### src/rtl/graph_isa_pkg.sv
// graph_isa_pkg
// Shared graph-unit constants: SRAM0 arbiter requester IDs (the bit each
// engine drives on the arbiter req/grant vectors) and the default number
// of requesting engines.
package graph_isa_pkg;

  localparam int ARB_ID_CONCAT       = 0;
  localparam int ARB_ID_SPLIT        = 1;
  localparam int ARB_ID_COPY         = 2;
  localparam int ARB_ID_GATHER       = 3;
  localparam int ARB_NUM_REQ_DEFAULT = 4;

endpackage

### src/rtl/rr_pick.sv
// rr_pick
// Combinational round-robin picker: returns the index of the first set
// request bit at or after ptr, wrapping around N.
// Ports:
//   req  in  N   request vector
//   ptr  in  IW  search start position (always < N)
//   any  out 1   at least one request is set
//   idx  out IW  picked index (don't-care when any is 0)
module rr_pick #(
  parameter int N  = 4,
  parameter int IW = $clog2(N)
) (
  input  logic [N-1:0]  req,
  input  logic [IW-1:0] ptr,
  output logic          any,
  output logic [IW-1:0] idx
);

  logic [IW-1:0] cand_s;

  // Scan offsets from far to near so the closest set bit to ptr wins last.
  always_comb begin
    any    = |req;
    idx    = {IW{1'b0}};
    cand_s = {IW{1'b0}};
    for (int k = N - 1; k >= 0; k--) begin
      cand_s = IW'((int'(ptr) + k) % N);
      idx    = req[cand_s] ? cand_s : idx;
    end
  end

endmodule

### src/rtl/sram0_port_arbiter.sv
// sram0_port_arbiter
// Shares the single SRAM0 read/write port pair between NUM_REQ graph
// engines. Ownership is granted for a whole engine command (engines cannot
// stall), released only by the owner dropping req, and followed by one
// drain cycle. Read data returns only to the engine that issued the read.
// A watchdog flags ownerships lasting 2**WDOG_W-1 cycles without revoking.
// Ports:
//   clk, rst_n                         clock, async active-low reset
//   req / grant                        per-engine ownership request / one-hot grant
//   eng_rd_en/addr, eng_wr_en/addr/data  packed per-engine SRAM requests
//   eng_rd_data                        packed per-engine read return
//   sram_rd_*/sram_wr_*                SRAM0 macro port pair (read latency 1)
//   owner_id                           current or last owner index
//   wdog_err / wdog_clr                sticky timeout flag / its clear
module sram0_port_arbiter
  import graph_isa_pkg::*;
#(
  parameter int NUM_REQ  = ARB_NUM_REQ_DEFAULT,
  parameter int SRAM0_AW = 16,
  parameter int WDOG_W   = 20
) (
  input  logic                          clk,
  input  logic                          rst_n,
  input  logic [NUM_REQ-1:0]            req,
  output logic [NUM_REQ-1:0]            grant,
  input  logic [NUM_REQ-1:0]            eng_rd_en,
  input  logic [NUM_REQ*SRAM0_AW-1:0]   eng_rd_addr,
  input  logic [NUM_REQ-1:0]            eng_wr_en,
  input  logic [NUM_REQ*SRAM0_AW-1:0]   eng_wr_addr,
  input  logic [NUM_REQ*8-1:0]          eng_wr_data,
  output logic [NUM_REQ*8-1:0]          eng_rd_data,
  output logic                          sram_rd_en,
  output logic [SRAM0_AW-1:0]           sram_rd_addr,
  input  logic [7:0]                    sram_rd_data,
  output logic                          sram_wr_en,
  output logic [SRAM0_AW-1:0]           sram_wr_addr,
  output logic [7:0]                    sram_wr_data,
  output logic [$clog2(NUM_REQ)-1:0]    owner_id,
  output logic                          wdog_err,
  input  logic                          wdog_clr
);

  localparam int ID_W = $clog2(NUM_REQ);
  localparam logic [ID_W-1:0]    ID_ONE   = ID_W'(1);
  localparam logic [ID_W-1:0]    ID_LAST  = ID_W'(NUM_REQ - 1);
  localparam logic [NUM_REQ-1:0] GNT_ONE  = NUM_REQ'(1);
  localparam logic [WDOG_W-1:0]  WDOG_MAX = {WDOG_W{1'b1}};
  localparam logic [WDOG_W-1:0]  WDOG_PRE = WDOG_MAX - WDOG_W'(1);

  typedef enum logic [1:0] {
    ARB_IDLE  = 2'd0,
    ARB_OWN   = 2'd1,
    ARB_DRAIN = 2'd2
  } arb_state_t;

  arb_state_t          state_r;
  logic [NUM_REQ-1:0]  grant_r;
  logic [ID_W-1:0]     owner_id_r;
  logic [ID_W-1:0]     rr_ptr_r;
  logic [ID_W-1:0]     rd_owner_r;
  logic                rd_vld_r;
  logic [WDOG_W-1:0]   wdog_cnt_r;
  logic                wdog_err_r;

  logic                pick_any_s;
  logic [ID_W-1:0]     pick_idx_s;
  logic                owner_req_s;
  logic                own_act_s;
  logic                wdog_set_s;

  rr_pick #(.N(NUM_REQ), .IW(ID_W)) u_rr_pick (
    .req (req),
    .ptr (rr_ptr_r),
    .any (pick_any_s),
    .idx (pick_idx_s)
  );

  assign owner_req_s = req[owner_id_r];
  assign own_act_s   = (state_r == ARB_OWN) && grant_r[owner_id_r];
  // The set event is the increment that lands the counter on all-ones.
  assign wdog_set_s  = (state_r == ARB_OWN) && owner_req_s && (wdog_cnt_r == WDOG_PRE);

  // Ownership FSM: grant, owner, round-robin pointer and watchdog counter.
  always_ff @(posedge clk or negedge rst_n) begin
    if (!rst_n) begin
      state_r    <= ARB_IDLE;
      grant_r    <= {NUM_REQ{1'b0}};
      owner_id_r <= {ID_W{1'b0}};
      rr_ptr_r   <= {ID_W{1'b0}};
      wdog_cnt_r <= {WDOG_W{1'b0}};
    end else begin
      case (state_r)
        ARB_IDLE: begin
          if (pick_any_s) begin
            grant_r    <= GNT_ONE << pick_idx_s;
            owner_id_r <= pick_idx_s;
            rr_ptr_r   <= (pick_idx_s == ID_LAST) ? {ID_W{1'b0}} : pick_idx_s + ID_ONE;
            wdog_cnt_r <= {WDOG_W{1'b0}};
            state_r    <= ARB_OWN;
          end
        end
        ARB_OWN: begin
          if (!owner_req_s) begin
            grant_r <= {NUM_REQ{1'b0}};
            state_r <= ARB_DRAIN;
          end else if (wdog_cnt_r != WDOG_MAX) begin
            wdog_cnt_r <= wdog_cnt_r + WDOG_W'(1);
          end
        end
        ARB_DRAIN: begin
          state_r <= ARB_IDLE;
        end
        default: begin
          grant_r <= {NUM_REQ{1'b0}};
          state_r <= ARB_IDLE;
        end
      endcase
    end
  end

  // Read-return tag and sticky watchdog flag (set beats clear).
  always_ff @(posedge clk or negedge rst_n) begin
    if (!rst_n) begin
      rd_vld_r   <= 1'b0;
      rd_owner_r <= {ID_W{1'b0}};
      wdog_err_r <= 1'b0;
    end else begin
      rd_vld_r   <= sram_rd_en;
      rd_owner_r <= owner_id_r;
      if (wdog_set_s) begin
        wdog_err_r <= 1'b1;
      end else if (wdog_clr) begin
        wdog_err_r <= 1'b0;
      end
    end
  end

  // Owner mux onto the SRAM port pair; everything is quiet outside ownership.
  always_comb begin
    sram_rd_en   = 1'b0;
    sram_rd_addr = {SRAM0_AW{1'b0}};
    sram_wr_en   = 1'b0;
    sram_wr_addr = {SRAM0_AW{1'b0}};
    sram_wr_data = 8'h00;
    if (own_act_s) begin
      sram_rd_en   = eng_rd_en[owner_id_r];
      sram_rd_addr = eng_rd_addr[int'(owner_id_r) * SRAM0_AW +: SRAM0_AW];
      sram_wr_en   = eng_wr_en[owner_id_r];
      sram_wr_addr = eng_wr_addr[int'(owner_id_r) * SRAM0_AW +: SRAM0_AW];
      sram_wr_data = eng_wr_data[int'(owner_id_r) * 8 +: 8];
    end else begin
      sram_rd_en   = 1'b0;
      sram_wr_en   = 1'b0;
    end
  end

  // Steer returned read byte to the lane that issued the read; others stay 0.
  always_comb begin
    eng_rd_data = {(NUM_REQ*8){1'b0}};
    for (int i = 0; i < NUM_REQ; i++) begin
      if (rd_vld_r && (rd_owner_r == ID_W'(i))) begin
        eng_rd_data[i*8 +: 8] = sram_rd_data;
      end else begin
        eng_rd_data[i*8 +: 8] = 8'h00;
      end
    end
  end

  assign grant    = grant_r;
  assign owner_id = owner_id_r;
  assign wdog_err = wdog_err_r;

endmodule
### config.mk
export PLATFORM = sky130hd
export DESIGN_NAME = sram0_port_arbiter
export DESIGN_NICKNAME = d
export VERILOG_FILES = /design/src/rtl/graph_isa_pkg.sv /design/src/rtl/rr_pick.sv /design/src/rtl/sram0_port_arbiter.sv
export SDC_FILE = /design/constraint.sdc
export NUM_CORES = 1
export LEC_CHECK = 0
export BUFFER_PORTS_ARGS = -buffer_cell sky130_fd_sc_hd__buf_2
export CORE_AREA = 2 2 103 105
export DETAILED_ROUTE_END_ITERATION = 10
export DIE_AREA = 0 0 105 107
export GPL_ROUTABILITY_DRIVEN = 0
export PLACE_DENSITY_LB_ADDON = 0.15
export SLEW_MARGIN = 25
export SYNTH_ARGS = -nofsm -noshare
export SYNTH_HDL_FRONTEND = slang
export SYNTH_HIERARCHICAL = 1
export SYNTH_SLANG_ARGS = --single-unit
### constraint.sdc
create_clock -name clk -period 3.4 [get_ports clk]
set_input_delay 0.17 -clock clk [delete_from_list [all_inputs] [get_ports clk]]
set_output_delay 0.17 -clock clk [all_outputs]
set_load 0.05 [all_outputs]
### Yosys cells after proc, flatten, opt, wreduce, memory -nomap -nowiden

Index checks and enable logic that the tools add are counted.
W data, S select, Z words.

| operators by class | value |
|---|---|
| add/subtract/negate cells | 5 |
| order comparisons | 5 |
| equality and inequality tests | 12 |
| shift-type cells | 4 |
| multiplexer cells | 42 |
| bitwise operators | 1 |
| reductions and logical operators | 16 |

Operator list:

| kind | number |
|---|---|
| $shiftx A64 B7 Y16 | 2 |
| $mux W20 | 3 |
| $mux W8 | 5 |
| $pmux W20 S2 | 1 |
| $mux W16 | 2 |
| $shiftx A32 B6 Y8 | 1 |
| $add A20 B1 Y20 const B | 1 |
| $eq A20 B20 Y1 const B | 1 |
| $ne A20 B20 Y1 const B | 1 |
| $bmux W1 S2 | 8 |
| $lt A2 B3 Y1 const B | 5 |
| $mux W2 | 7 |
| $mux W1 | 12 |
| $pmux W4 S3 | 1 |
| $eq A2 B2 Y1 const B | 4 |
| $mux W4 | 2 |
| $logic_and A1 B1 Y1 | 7 |
| $ne A2 B2 Y1 const B | 3 |
| $add A2 B1 Y2 const B | 2 |
| $add A2 B2 Y2 const B | 2 |
| $eq A2 B1 Y1 const B | 2 |
| $logic_not A2 Y1 | 2 |
| $pmux W2 S2 | 1 |
| $reduce_and A2 Y1 | 2 |
| other kinds (7) | 8 |

| storage, ports and cells | value |
|---|---|
| flip-flop bits (word level) | 34 |
| bits of input ports | 183 |

### Depth between registers and ports, before layout

Gate-level depths: netlist (run 1).

| logic depth | value |
|---|---|
| depth in word-level cells | 10 |
| gate-level depth with buffers | 9 |

### Modules after synthesis

The synthesis (run 1) kept the hierarchy.

Modules (own cells, without submodules):

| module | times used | cells an instance | area each (µm²) | seq. area each (µm²) |
|---|---|---|---|---|
| sram0_port_arbiter | 1 | 328 | 3348.2 | 850.8 |
| rr_pick | 1 | 15 | 81.3 | 0.0 |

### Worst setup path before layout (run 1)

No wires, ideal clock.

| timing | value |
|---|---|
| path kind | reg2reg |
| start point | register owner_id_r[0] (netlist: owner_id[0]) |
| end point | register rd_vld_r |
| library setup time | 0.212 ns |
| data arrival time | 2.024 ns |
| required time | 3.188 ns |
| path slack | 1.164 ns |
| stages on the path, launching flop included | 5 |
| clock period less this slack | 2.236 ns |
| cell sequence | dfrtp_1 -> buf_6 -> buf_2 -> mux4_2 -> and3_1 |

| on the way | value |
|---|---|
| cells in the longest elaborated chain, start to end | 4 |

RTL lines:

| item | RTL line | RTL |
|---|---|---|
| start: declaration | sram0_port_arbiter.sv:58 | `logic [ID_W-1:0] owner_id_r;` |
| start signal: assignment | sram0_port_arbiter.sv:88 | `owner_id_r <= {ID_W{1'b0}};` |
| start signal: assignment | sram0_port_arbiter.sv:96 | `owner_id_r <= pick_idx_s;` |
| $bmux W1 S2 | sram0_port_arbiter.sv:79 | `assign own_act_s = (state_r == ARB_OWN) && grant_r[owner_id_r];` |
| $mux W1 (not written as such) | sram0_port_arbiter.sv:79 |  |
| $logic_and A1 B1 Y1 | sram0_port_arbiter.sv:79 |  |
| $mux W1 (*) | sram0_port_arbiter.sv:145 | `if (own_act_s) begin` |
| via sram_rd_en | sram0_port_arbiter.sv:32 | `output logic sram_rd_en,` |
| end signal: assignment | sram0_port_arbiter.sv:128 | `rd_vld_r <= sram_rd_en;` |
| end: declaration | sram0_port_arbiter.sv:61 | `logic rd_vld_r;` |

Mark *: on every way through the listed nets, which the timed path passes. The rest lies on a longest branch. The select of a mux whose other input is x is not followed.
A chain may end at the register's enable or synchronous reset.

### Worst setup path in the final report (run 1)

| timing | value |
|---|---|
| start point | register owner_id_r[1] (netlist: owner_id[1]) |
| end point | output sram_rd_addr[15] |

| on the way | value |
|---|---|
| cells in the longest elaborated chain, start to end | 4 |

RTL lines:

| item | RTL line | RTL |
|---|---|---|
| parallel branches: the longest is 3 deep, another holds $shiftx A64 B7 Y16 | -- |  |
| $mux W16 (*) | sram0_port_arbiter.sv:145 |  |
| end: declaration | sram0_port_arbiter.sv:33 | `output logic [SRAM0_AW-1:0] sram_rd_addr,` |

Mark *: on every way between the ends. The select of a mux whose other input is x is not followed.

==> results of run 1 <==
state kept, by name, summed over array words and instances (netlist names):
name / cells
grant: 4
owner_id: 2
wdog_err: 1
wdog_cnt_r: 20
rd_owner_r: 2
state_r: 2
rd_vld_r: 1
rr_ptr_r: 2
placed cells by master, fill, tap and decap left out, types with 2 or more instances in the layout:
master | Yosys | routed
buf_2 | 5 | 263
nand3_1 | 12 | 12
buf_4 | 0 | 5
o31ai_1 | 11 | 11
o21ai_0 | 9 | 9
dfrtp_1 | 34 | 32
mux2i_1 | 4 | 4
nand4_1 | 4 | 4
nand2_1 | 23 | 23
and4_1 | 2 | 2
clkbuf_8 | 0 | 6
o21ai_1 | 23 | 23
and3_1 | 46 | 46
dfrtp_2 | 0 | 2
nor3b_1 | 2 | 2
o31a_1 | 2 | 2
mux4_2 | 44 | 44
inv_1 | 6 | 6
o41ai_1 | 4 | 4
or2_1 | 2 | 2
and2_1 | 35 | 35
a21oi_1 | 8 | 8
ha_1 | 6 | 6
nand2b_1 | 7 | 7
nor2_1 | 13 | 13
a31oi_1 | 5 | 5
per-layer routing:
layer  global-route usage  routed length, µm  vias up
li1                     -                  -     1809
met2                0.391               6900      225
met4               0.0333                 78        8
met1                0.377               6720     1910
met3                0.134               2180       16
met5                    0                 57        -
power groups by stage:
stage | sequential [mW] | combinational, mW | clock, mW
after floorplan | 0.667 | 1.74 | 0
after global placement | 0.618 | 2.36 | 0
after detailed placement | 0.622 | 2.38 | 0
after CTS | 0.617 | 2.39 | 0.333
after global routing | 0.639 | 2.55 | 0.352
final | 0.621 | 2.39 | 0.332
worst reg2reg max path, stage by stage, from the launching register on:
cell,delay [ns]
dfrtp_1,0.45
and2b_1,0.59
buf_4,0.36
and2_1,0.29
nand3_1,0.14
o31ai_1,0.22
cells by family after synthesis:
kind of cell,count (synthesis),synth area share
simple gates,152,0.252
compound gates,68,0.126
mux,48,0.301
buf+inv,35,0.0514
flops,34,0.248
fa+ha+maj,6,0.0219
final cells by class:
type	count	area (µm²)
fillers	1003	5180
multi-input cells	274	2400
repair buffers	269	1360
flip-flops and latches	34	853
well taps	136	170
clock buffers	6	82.6
inverters	6	22.5
clock inverters	2	12.5
diodes	1	2.50
worst max path at each step:
| stage | slack [ns] | end | start |
|---|---|---|---|
| floorplan | 1.16 | rd_vld_r$_DFF_PN0_ | owner_id[0]$_DFFE_PN0P_ |
| global placement | 1.32 | sram_rd_addr[15] | owner_id[0]$_DFFE_PN0P_ |
| detailed placement | 1.28 | wdog_cnt_r[18]$_DFFE_PN0P_ | state_r[0]$_DFFE_PN0P_ |
| CTS | 0.94 | sram_rd_addr[15] | owner_id[0]$_DFFE_PN0P_ |
| global route | 0.85 | sram_rd_addr[15] | owner_id[0]$_DFFE_PN0P_ |
| finish | 0.96 | sram_rd_addr[15] | owner_id[1]$_DFFE_PN0P_ |
==> metrics.csv, run 1 <==
stage,metric,value,unit
power_and_ir_drop,pwr-share-seq,0.186,
synthesis,yosys_warnings,6,
synthesis,synth_commonest_cells,"46 x and3_1, 44 x mux4_2, 35 x and2_1",
layout,final_nets,779,
drt,drc,0,
sta,final.setup.tns,0,ns
clocking,h-tree-depth,2,
drt,routed_wl,15900,µm
place,placed_area,0.00480,mm²
layout,instances_no_fill,728,
worst_setup_path,worstPathArrival,2.27,ns
synthesis,synth.most_common_cell,and3_1,
worst_setup_path,r2r_slack,1.27,ns
worst_setup_path,reg2reg_depth,5,
synthesis,synth.top_cell.area_share,0.289,
sta,report.final.hold_viol_count,0,
global_route,gr-total-overflow,0,
hold_path,whs_path_depth,3,
sta,slew_viol_final,0,
drt,wl_per_cell,21.9,µm
floorplanning,die_h,107,µm
clocking,clock_latency,0.30,ns
power_and_ir_drop,power-per-cell-area,681,mW/mm²
sta,slew_headroom,0.470,
clocking,cts_buffer_depth,2,
layout,area_growth,43.2,%
synthesis,ys_seq_elements,34,
global_route,antenna_found_initial,6,
floorplanning,start_util,0.340,
layout,drive_above_1_share,0.553,
worst_setup_path,path_cells,buf_4 > mux4_2 > and3_1 > buf_2,
sta,final.setup.worst_slack,0.962,ns
drt,ant_nets,0,
sta,hold_slack,0.167,ns
synthesis,syn_area,0.00343,mm²
sta,setup_viol,0,
synthesis,synth-main-ff-cell,dfrtp_1,
synthesis,post_synth_main_area_contributors,"mux4_2 29%, dfrtp_1 25%, and3_1 8.4%",
hold_path,hp-class,in -> reg,
power_and_ir_drop,clock_power_share,0.099,
floorplanning,fp.coreArea,0.0101,mm²
worst_setup_path,r2r_start,state_r[0]$_DFFE_PN0P_,
place,pre_cts_ws,1.28,ns
clocking,clock-root-buffer,clkbuf_8,
sta,tightestPinTransition,0.795,ns
worst_setup_path,slowest_stage,dfrtp_2,
power_and_ir_drop,peakVddDrop,0.000544,V
synthesis,synthCells,343,
floorplanning,die_x,105,µm
synthesis,synth.avg_cell_area,10.0,µm²
synthesis,syn_nets,532,
status,outcome,"complete, no violations",
global_route,grt_pass1_vias,3838,
clocking,cts_buffers,5,
layout,utilization,0.486,
worst_setup_path,end_kind,output pin,
worst_setup_path,crit_cells,4,
worst_setup_path,critPathKind,reg -> out,
clocking,ctsHoldBuffers,1,
synthesis,synth_largest_area_cell,mux4_2,
worst_setup_path,critPathLaunchType,register,
power_and_ir_drop,intPower,1.53,mW
clocking,clkSinkCount,34,
clocking,post_cts_resized,0,
sta,fmax,410,MHz
place,hpwl,13100,µm
clocking,cts_tree,built,
sta,min_period,2.44,ns
synthesis,synth_edf_count,0,
hold_path,whs_endpoint,wdog_err$_DFFE_PN0P_,
hold_path,worstHoldStart,wdog_clr,
drt,drtIter0Drc,352,
worst_setup_path,cpPeakStageDelay,0.61,ns
drt,vias,3968,
worst_setup_path,worst-path-buf-inv,2,
power_and_ir_drop,combPwrFrac,0.715,
power_and_ir_drop,netSwitchingFraction,0.543,
layout,final_area,0.00491,mm²
place,dp.cells,718,
power_and_ir_drop,p_leak,2.63,nW
sta,rsz0062_at_grt,no,
worst_setup_path,r2r_end,wdog_cnt_r[18]$_DFFE_PN0P_,
synthesis,yosys.cell_types.count,39,
clocking,cts_setup_buffers,0,
worst_setup_path,path_delay_family,buffers and inverters,
global_route,gr-usage-all-layers,0.271,
job,maxCapViolCount,0,
floorplanning,pin_count,264,
drt,via_per_inst,5.45,
sta,period_share,0.717,
synthesis,ys_async_sr_fraction,1.00,
worst_setup_path,crit_required,3.23,ns
place,port_buffers,263,
global_route,grt_max_degree,43,
power_and_ir_drop,switchingPower,1.82,mW
drt,drtPass1Iterations,4,
floorplanning,die-area,0.0112,mm²
global_route,grt_pass1_wl,23100,µm
synthesis,yosysSeqAreaShare,0.248,
worst_setup_path,worstPathMaxFanout,32,
power_and_ir_drop,total_power,3.34,mW
sta,finClkSkew,0.00654,ns
floorplanning,rows,37,
clocking,clk_pin_slew_worst_paths,0.08,ns
No activity file was read; power rests on OpenSTA's default activity.
==> run 2, diff against run 1 <==
- ABC_AREA: not set -> 1
- CORE_AREA: 2 2 103 105 -> 2 2 102 104
- DIE_AREA: 0 0 105 107 -> 0 0 104 106
- clock period: 3.4 -> 2.4 ns (I/O delays scaled with it)
==> run 2 against run 1 <==
First-iteration DRC count up 33%; via count up 32%; cell area rose by 14%; worst setup slack got worse by 0.93 ns; sequential cell count did not move; clock skew increased by 0.0034 ns; register-to-register slack worse by 0.76 ns; core utilization up 7.2 points; total power is 83% higher; clock power rose by 100%; final cell count increased by 46%; critical endpoint is now sram_wr_addr[2].
==> metrics.csv, run 2 <==
stage,metric,value,unit,change
drt,drtPass1Iterations,8,,was 4
floorplanning,die_x,104,µm,was 105 µm
sta,rsz0062_at_grt,yes,,was no
global_route,grt_pass1_vias,4513,,"was 3,838"
synthesis,synthCells,682,,was 343
worst_setup_path,crit_required,2.28,ns,was 3.23 ns
sta,final.setup.tns,0,ns,unchanged
synthesis,yosys_warnings,6,,unchanged
sta,tightestPinTransition,0.798,ns,was 0.795 ns
floorplanning,pin_count,264,,unchanged
layout,area_growth,41.3,%,was 43.2%
layout,largest_register_ffs,20,,unchanged
sta,report.final.hold_viol_count,0,,unchanged
synthesis,synth.most_common_cell,nor2_1,,was and3_1
worst_setup_path,reg2reg_depth,12,,was 5
synthesis,yosysSeqAreaShare,0.215,,was 0.248
global_route,gr-usage-all-layers,0.281,,was 0.271
place,pre_cts_ws,0.376,ns,was 1.28 ns
clocking,h-tree-depth,2,,unchanged
sta,period_share,0.985,,
synthesis,synth_largest_area_cell,dfrtp_1,,was mux4_2
synthesis,ys_async_sr_fraction,1.00,,unchanged
sta,fmax,423,MHz,
worst_setup_path,critPathKind,reg -> out,,unchanged
sta,slew_headroom,0.468,,was 0.470
sta,hold_slack,0.0183,ns,was 0.167 ns
layout,final_area,0.00558,mm²,was 0.00491 mm²
floorplanning,rows,37,,unchanged
sta,final.setup.worst_slack,0.0367,ns,was 0.962 ns
power_and_ir_drop,power-per-cell-area,1100,mW/mm²,was 681 mW/mm²
power_and_ir_drop,p_leak,3.03,nW,was 2.63 nW
floorplanning,die_h,106,µm,was 107 µm
drt,vias,5236,,"was 3,968"
floorplanning,start_util,0.395,,was 0.340
layout,final_cell_mix,"253 x buf_2, 223 x nor2_1, 95 x o21ai_0, 93 x nand2_1, 46 x inv_1",,"was 263 x buf_2, 46 x and3_1, 44 x mux4_2, 35 x and2_1, 32 x dfrtp_1"
worst_setup_path,end_kind,output pin,,unchanged
drt,wl_per_cell,15.4,µm,was 21.9 µm
sta,slew_viol_final,0,,unchanged
place,port_buffers,263,,unchanged
sta,setup_viol,0,,unchanged
drt,drc,0,,unchanged
global_route,antenna_found_initial,1,,was 6
global_route,gr-total-overflow,0,,unchanged
clocking,clkSinkCount,34,,unchanged
clocking,cts_buffers,5,,unchanged
layout,regMostFlops,wdog_cnt_r,,unchanged
synthesis,ys_seq_elements,34,,unchanged
global_route,grt_pass1_wl,24500,µm,"was 23,100 µm"
layout,utilization,0.558,,was 0.486
drt,ant_nets,0,,unchanged
place,hpwl,12900,µm,"was 13,100 µm"
drt,via_per_inst,4.93,,was 5.45
place,dp.cells,1053,,was 718
clocking,clock_latency,0.29,ns,was 0.30 ns
synthesis,yosys.cell_types.count,37,,was 39
power_and_ir_drop,peakVddDrop,0.000630,V,was 0.000544 V
clocking,cts_tree,built,,unchanged
layout,drive_above_1_share,0.362,,was 0.553
synthesis,syn_nets,871,,was 532
layout,final_common_cell,buf_2,,unchanged
drt,routed_wl,16400,µm,"was 15,900 µm"
synthesis,syn_area,0.00395,mm²,was 0.00343 mm²
synthesis,synth-main-ff-cell,dfrtp_1,,unchanged
status,outcome,"complete, no violations",,unchanged
worst_setup_path,worstPathArrival,2.24,ns,was 2.27 ns
layout,num_antenna_cells,0,,was 1
clocking,cts_setup_buffers,0,,unchanged
synthesis,synth_edf_count,0,,unchanged
place,placed_area,0.00541,mm²,was 0.00480 mm²
floorplanning,fp.coreArea,0.0100,mm²,was 0.0101 mm²
synthesis,synth_commonest_cells,"223 x nor2_1, 95 x o21ai_0, 93 x nand2_1",,"was 46 x and3_1, 44 x mux4_2, 35 x and2_1"
hold_path,whs_path_depth,2,,was 3
clocking,clock-root-buffer,clkbuf_8,,unchanged
synthesis,post_synth_main_area_contributors,"dfrtp_1 22%, nor2_1 21%, o21ai_0 12%",,"was mux4_2 29%, dfrtp_1 25%, and3_1 8.4%"
sta,finClkSkew,0.00990,ns,was 0.00654 ns
power_and_ir_drop,total_power,6.13,mW,was 3.34 mW
layout,final_nets,1114,,was 779
floorplanning,die-area,0.0110,mm²,was 0.0112 mm²
worst_setup_path,worstPathMaxFanout,46,,was 32
clocking,cts_buffer_depth,2,,unchanged
global_route,grt_max_degree,78,,was 43
layout,instances_no_fill,1062,,was 728
drt,drtIter0Drc,467,,was 352
sta,min_period,2.36,ns,
worst_setup_path,critPathLaunchType,register,,unchanged
job,maxCapViolCount,0,,unchanged
synthesis,synth.top_cell.area_share,0.215,,was 0.289
hold_path,hp-class,in -> reg,,unchanged
clocking,clk_pin_slew_worst_paths,0.08,ns,about the same
synthesis,synth.avg_cell_area,5.79,µm²,was 10.0 µm²
## run 2: worst max-delay path, stage by stage, from the launching register on
cell and delay, ns:
dfrtp_2 0.49, inv_8 0.21, nor2_1 0.07, o22ai_1 0.17, nand2_1 0.07, buf_4 0.27, a21oi_1 0.33, buf_2 0.33
## run 2: final cells by class
cell class	instances	area, µm²
timing repair buffer	272	1520
clock buffer	6	82.6
multi-input combinational	559	2690
tap	136	170
inverter	53	209
fill	1079	4420
clock inverter	2	60.1
sequential	34	853
## run 2: cells by family after synthesis
logic type      after synthesis  synth area share
simple gates                385             0.426
buf+inv                      89             0.105
xor+xnor                      4           0.00887
flops                        34             0.215
compound gates              164             0.226
fa+ha+maj                     6            0.0190
## run 2: worst paths after layout
path,slack [ns],start,end
setup / recovery,0.04,owner_id[0]$_DFFE_PN0P_,sram_wr_addr[2]
hold / removal,0.02,wdog_clr,wdog_err$_DFFE_PN0P_
setup reg to reg,0.51,rr_ptr_r[0]$_DFFE_PN0P_,rr_ptr_r[1]$_DFFE_PN0P_
hold reg to reg,0.52,owner_id[1]$_DFFE_PN0P_,rd_owner_r[1]$_DFF_PN0_
max in group asynchronous,1.40,rst_n,owner_id[0]$_DFFE_PN0P_
min in group asynchronous,0.45,rst_n,wdog_cnt_r[10]$_DFFE_PN0P_
## run 2: per-layer routing
metal  vias up  share of wire  track usage
met1      2307           0.45        0.398
met5         -        0.00061            0
met2       225           0.43        0.422
met3        20           0.11       0.0969
met4         2          0.011       0.0405
li1       2682              -            -
## run 2: where the power goes
part	total [mW]	switching [mW]	internal (mW)
registers	0.839	0.154	0.685
clock network	0.674	0.230	0.443
logic	4.62	3.33	1.29
total	6.13	3.71	2.42
## run 2: what timing repair did
item,CTS,global route
hold buffers,1,0
resized for setup,0,6
hold endpoints to repair,34,0
setup endpoints to repair,0,6
==> run 3, diff against run 2 <==
- ABC_AREA: 1 -> not set
- CORE_AREA: 2 2 102 104 -> 2 2 103 105
- CTS_CLUSTER_DIAMETER: not set -> 150
- DIE_AREA: 0 0 104 106 -> 0 0 105 107
==> run 3 against run 2 <==
Cell area decreased by 6.1%; worst setup slack improved by 0.16 ns; clock-buffer cell count increased by 1; register-to-register slack got worse by 0.07 ns; hold slack improved by 0.11 ns; total power decreased by 18%; sequential power increased by 2%; sequential cell count unchanged; core utilization decreased by 3.9 points; critical path depth decreased by 3.
==> metrics.csv, run 3 (synthesized netlist as in run 1, its figures left out) <==
stage,metric,value,unit,change
clocking,h-tree-depth,2,,unchanged
layout,utilization,0.520,,was 0.558
sta,rsz0062_at_grt,no,,was yes
sta,period_share,0.917,,was 0.985
global_route,antenna_found_initial,10,,was 1
worst_setup_path,r2r_slack,0.44,ns,was 0.51 ns
power_and_ir_drop,peakVddDrop,0.000862,V,was 0.000630 V
worst_setup_path,crit_start,owner_id[0]$_DFFE_PN0P_,,unchanged
hold_path,hp-class,in -> reg,,unchanged
floorplanning,start_util,0.340,,was 0.395
floorplanning,die_h,107,µm,was 106 µm
sta,tightestPinTransition,0.767,ns,was 0.798 ns
drt,ant_nets,0,,unchanged
worst_setup_path,r2r_end,wdog_cnt_r[12]$_DFFE_PN0P_,,was rr_ptr_r[1]$_DFFE_PN0P_
drt,wl_per_cell,21.3,µm,was 15.4 µm
layout,largest_register_ffs,20,,unchanged
power_and_ir_drop,p_leak,2.71,nW,was 3.03 nW
floorplanning,rows,37,,unchanged
global_route,grt_pass1_wl,22600,µm,"was 24,500 µm"
worst_setup_path,worstPathMaxFanout,19,,was 46
place,port_buffers,263,,unchanged
worst_setup_path,reg2reg_depth,7,,was 12
sta,report.final.hold_viol_count,0,,unchanged
clocking,cts_buffer_depth,2,,unchanged
clocking,cts_buffers,5,,unchanged
drt,routed_wl,15600,µm,"was 16,400 µm"
clocking,clk_pin_slew_worst_paths,0.07,ns,was 0.08 ns
clocking,cts_tree,built,,unchanged
drt,drtIter0Drc,314,,was 467
drt,drtPass1Iterations,5,,was 8
floorplanning,die-area,0.0112,mm²,was 0.0110 mm²
sta,min_period,2.20,ns,was 2.36 ns
clocking,clock-root-buffer,clkbuf_8,,unchanged
layout,final_nets,782,,"was 1,114"
layout,drive_above_1_share,0.554,,was 0.362
worst_setup_path,critPathKind,reg -> out,,unchanged
worst_setup_path,crit_required,2.28,ns,about the same
worst_setup_path,crit_path_end,sram_rd_addr[13],,was sram_wr_addr[2]
global_route,grt_pass1_vias,3809,,"was 4,513"
sta,final.setup.tns,0,ns,unchanged
sta,slew_viol_final,0,,unchanged
drt,via_per_inst,5.48,,was 4.93
layout,area_growth,52.9,%,was 41.3%
layout,final_common_cell,buf_2,,unchanged
global_route,gr-usage-all-layers,0.264,,was 0.281
place,hpwl,12800,µm,"was 12,900 µm"
sta,setup_viol,0,,unchanged
layout,final_area,0.00524,mm²,was 0.00558 mm²
floorplanning,fp.coreArea,0.0101,mm²,was 0.0100 mm²
global_route,gr-total-overflow,0,,unchanged
sta,fmax,454,MHz,was 423 MHz
clocking,clkSinkCount,34,,unchanged
power_and_ir_drop,power-per-cell-area,956,mW/mm²,was 1100 mW/mm²
layout,regMostFlops,wdog_cnt_r,,unchanged
layout,final_cell_mix,"243 x buf_2, 46 x and3_1, 44 x mux4_2, 35 x and2_1, 32 x dfrtp_1",,"was 253 x buf_2, 223 x nor2_1, 95 x o21ai_0, 93 x nand2_1, 46 x inv_1"
job,maxCapViolCount,0,,unchanged
worst_setup_path,critPathLaunchType,register,,unchanged
floorplanning,die_x,105,µm,was 104 µm
clocking,clock_latency,0.28,ns,was 0.29 ns
sta,finClkSkew,0.00789,ns,was 0.00990 ns
sta,slew_headroom,0.489,,was 0.468
worst_setup_path,r2r_start,wdog_cnt_r[0]$_DFFE_PN0P_,,was rr_ptr_r[0]$_DFFE_PN0P_
global_route,grt_max_degree,43,,was 78
clocking,post_cts_resized,0,,unchanged
place,placed_area,0.00514,mm²,was 0.00541 mm²
drt,drc,0,,unchanged
floorplanning,pin_count,264,,unchanged
drt,vias,4010,,"was 5,236"
worst_setup_path,end_kind,output pin,,unchanged
status,outcome,"complete, no violations",,unchanged
worst_setup_path,worstPathArrival,2.08,ns,was 2.24 ns
layout,n_fill_cell,962,,"was 1,079"
-- run 3: cell types whose count changed in the layout (fill, tap and decap cells not counted), moves of 13 or more --
cell,delta
nor2_1,-210
o21ai_0,-86
nand2_1,-70
and3_1,+46
mux4_2,+44
inv_1,-40
and2_1,+34
a21oi_1,-33
nand2_2,-20
o21ai_1,+19
buf_12,+13
-- run 3: report_power, final --
part	leakage, nW	internal, mW	switching (mW)
logic	2.20	1.50	2.21
registers	0.456	0.692	0.167
clock network	0.0482	0.232	0.214
-- run 3: layout make-up --
| type | count | area, µm² | share of cell area |
|---|---|---|---|
| Inverter | 6 | 22.5 | 0.00429 |
| Tap cell | 136 | 170 | 0.0325 |
| Clock inverter | 1 | 5.00 | 0.000954 |
| Antenna cell | 2 | 5.00 | 0.000954 |
| Sequential cell | 34 | 853 | 0.163 |
| Clock buffer | 7 | 86.3 | 0.0165 |
| Timing Repair Buffer | 272 | 1700 | 0.324 |
| Multi-Input combinational cell | 274 | 2400 | 0.458 |
-- run 3: worst min path at each step --
stage	to	cells past startpoint	slack [ns]	startpoint
global placement	wdog_cnt_r[5]$_DFFE_PN0P_	1	0.24	rst_n
floorplan	grant[0]$_DFFE_PN0P_	0	-0.18	rst_n
finish	wdog_err$_DFFE_PN0P_	3	0.12	wdog_clr
global route	wdog_err$_DFFE_PN0P_	3	0.15	wdog_clr
CTS	wdog_err$_DFFE_PN0P_	3	0.13	wdog_clr
detailed placement	wdog_cnt_r[5]$_DFFE_PN0P_	1	0.24	rst_n
-- run 3: layer usage --
metal  track usage  vias to the layer above  part of all wire  wire length [µm]
li1              -                     1820                 -                 -
met4        0.0333                        8             0.011               170
met2         0.371                      246              0.42              6520
met1         0.360                     1907              0.41              6430
met3         0.153                       29              0.15              2400
met5             0                        -            0.0030                46
-- run 3: timing repair --
item / in CTS / in global routing
endpoints found under the hold margin: 34 / 0
buffers inserted: 0 / 0
endpoints found under the setup margin: 0 / 0
hold buffers: 1 / 0
-- run 3: through the flow --
step / std cells / total power [mW] / setup WS (ns) / hold slack (ns)
floorplan: 343 / 3.42 / 0.164 / -0.176
global placement: 721 / 4.54 / 0.474 / 0.238
detailed placement: 721 / 4.55 / 0.456 / 0.245
CTS: 730 / 5.02 / 0.160 / 0.128
global route: 730 / 5.32 / 0.0925 / 0.151
finish: 732 / 5.01 / 0.199 / 0.124
-- run 3: worst max-delay path, stage by stage, from the launching register on --
cell and delay [ns]:
dfrtp_2 0.45, buf_4 0.37, mux4_2 0.56, and3_1 0.20, buf_2 0.21
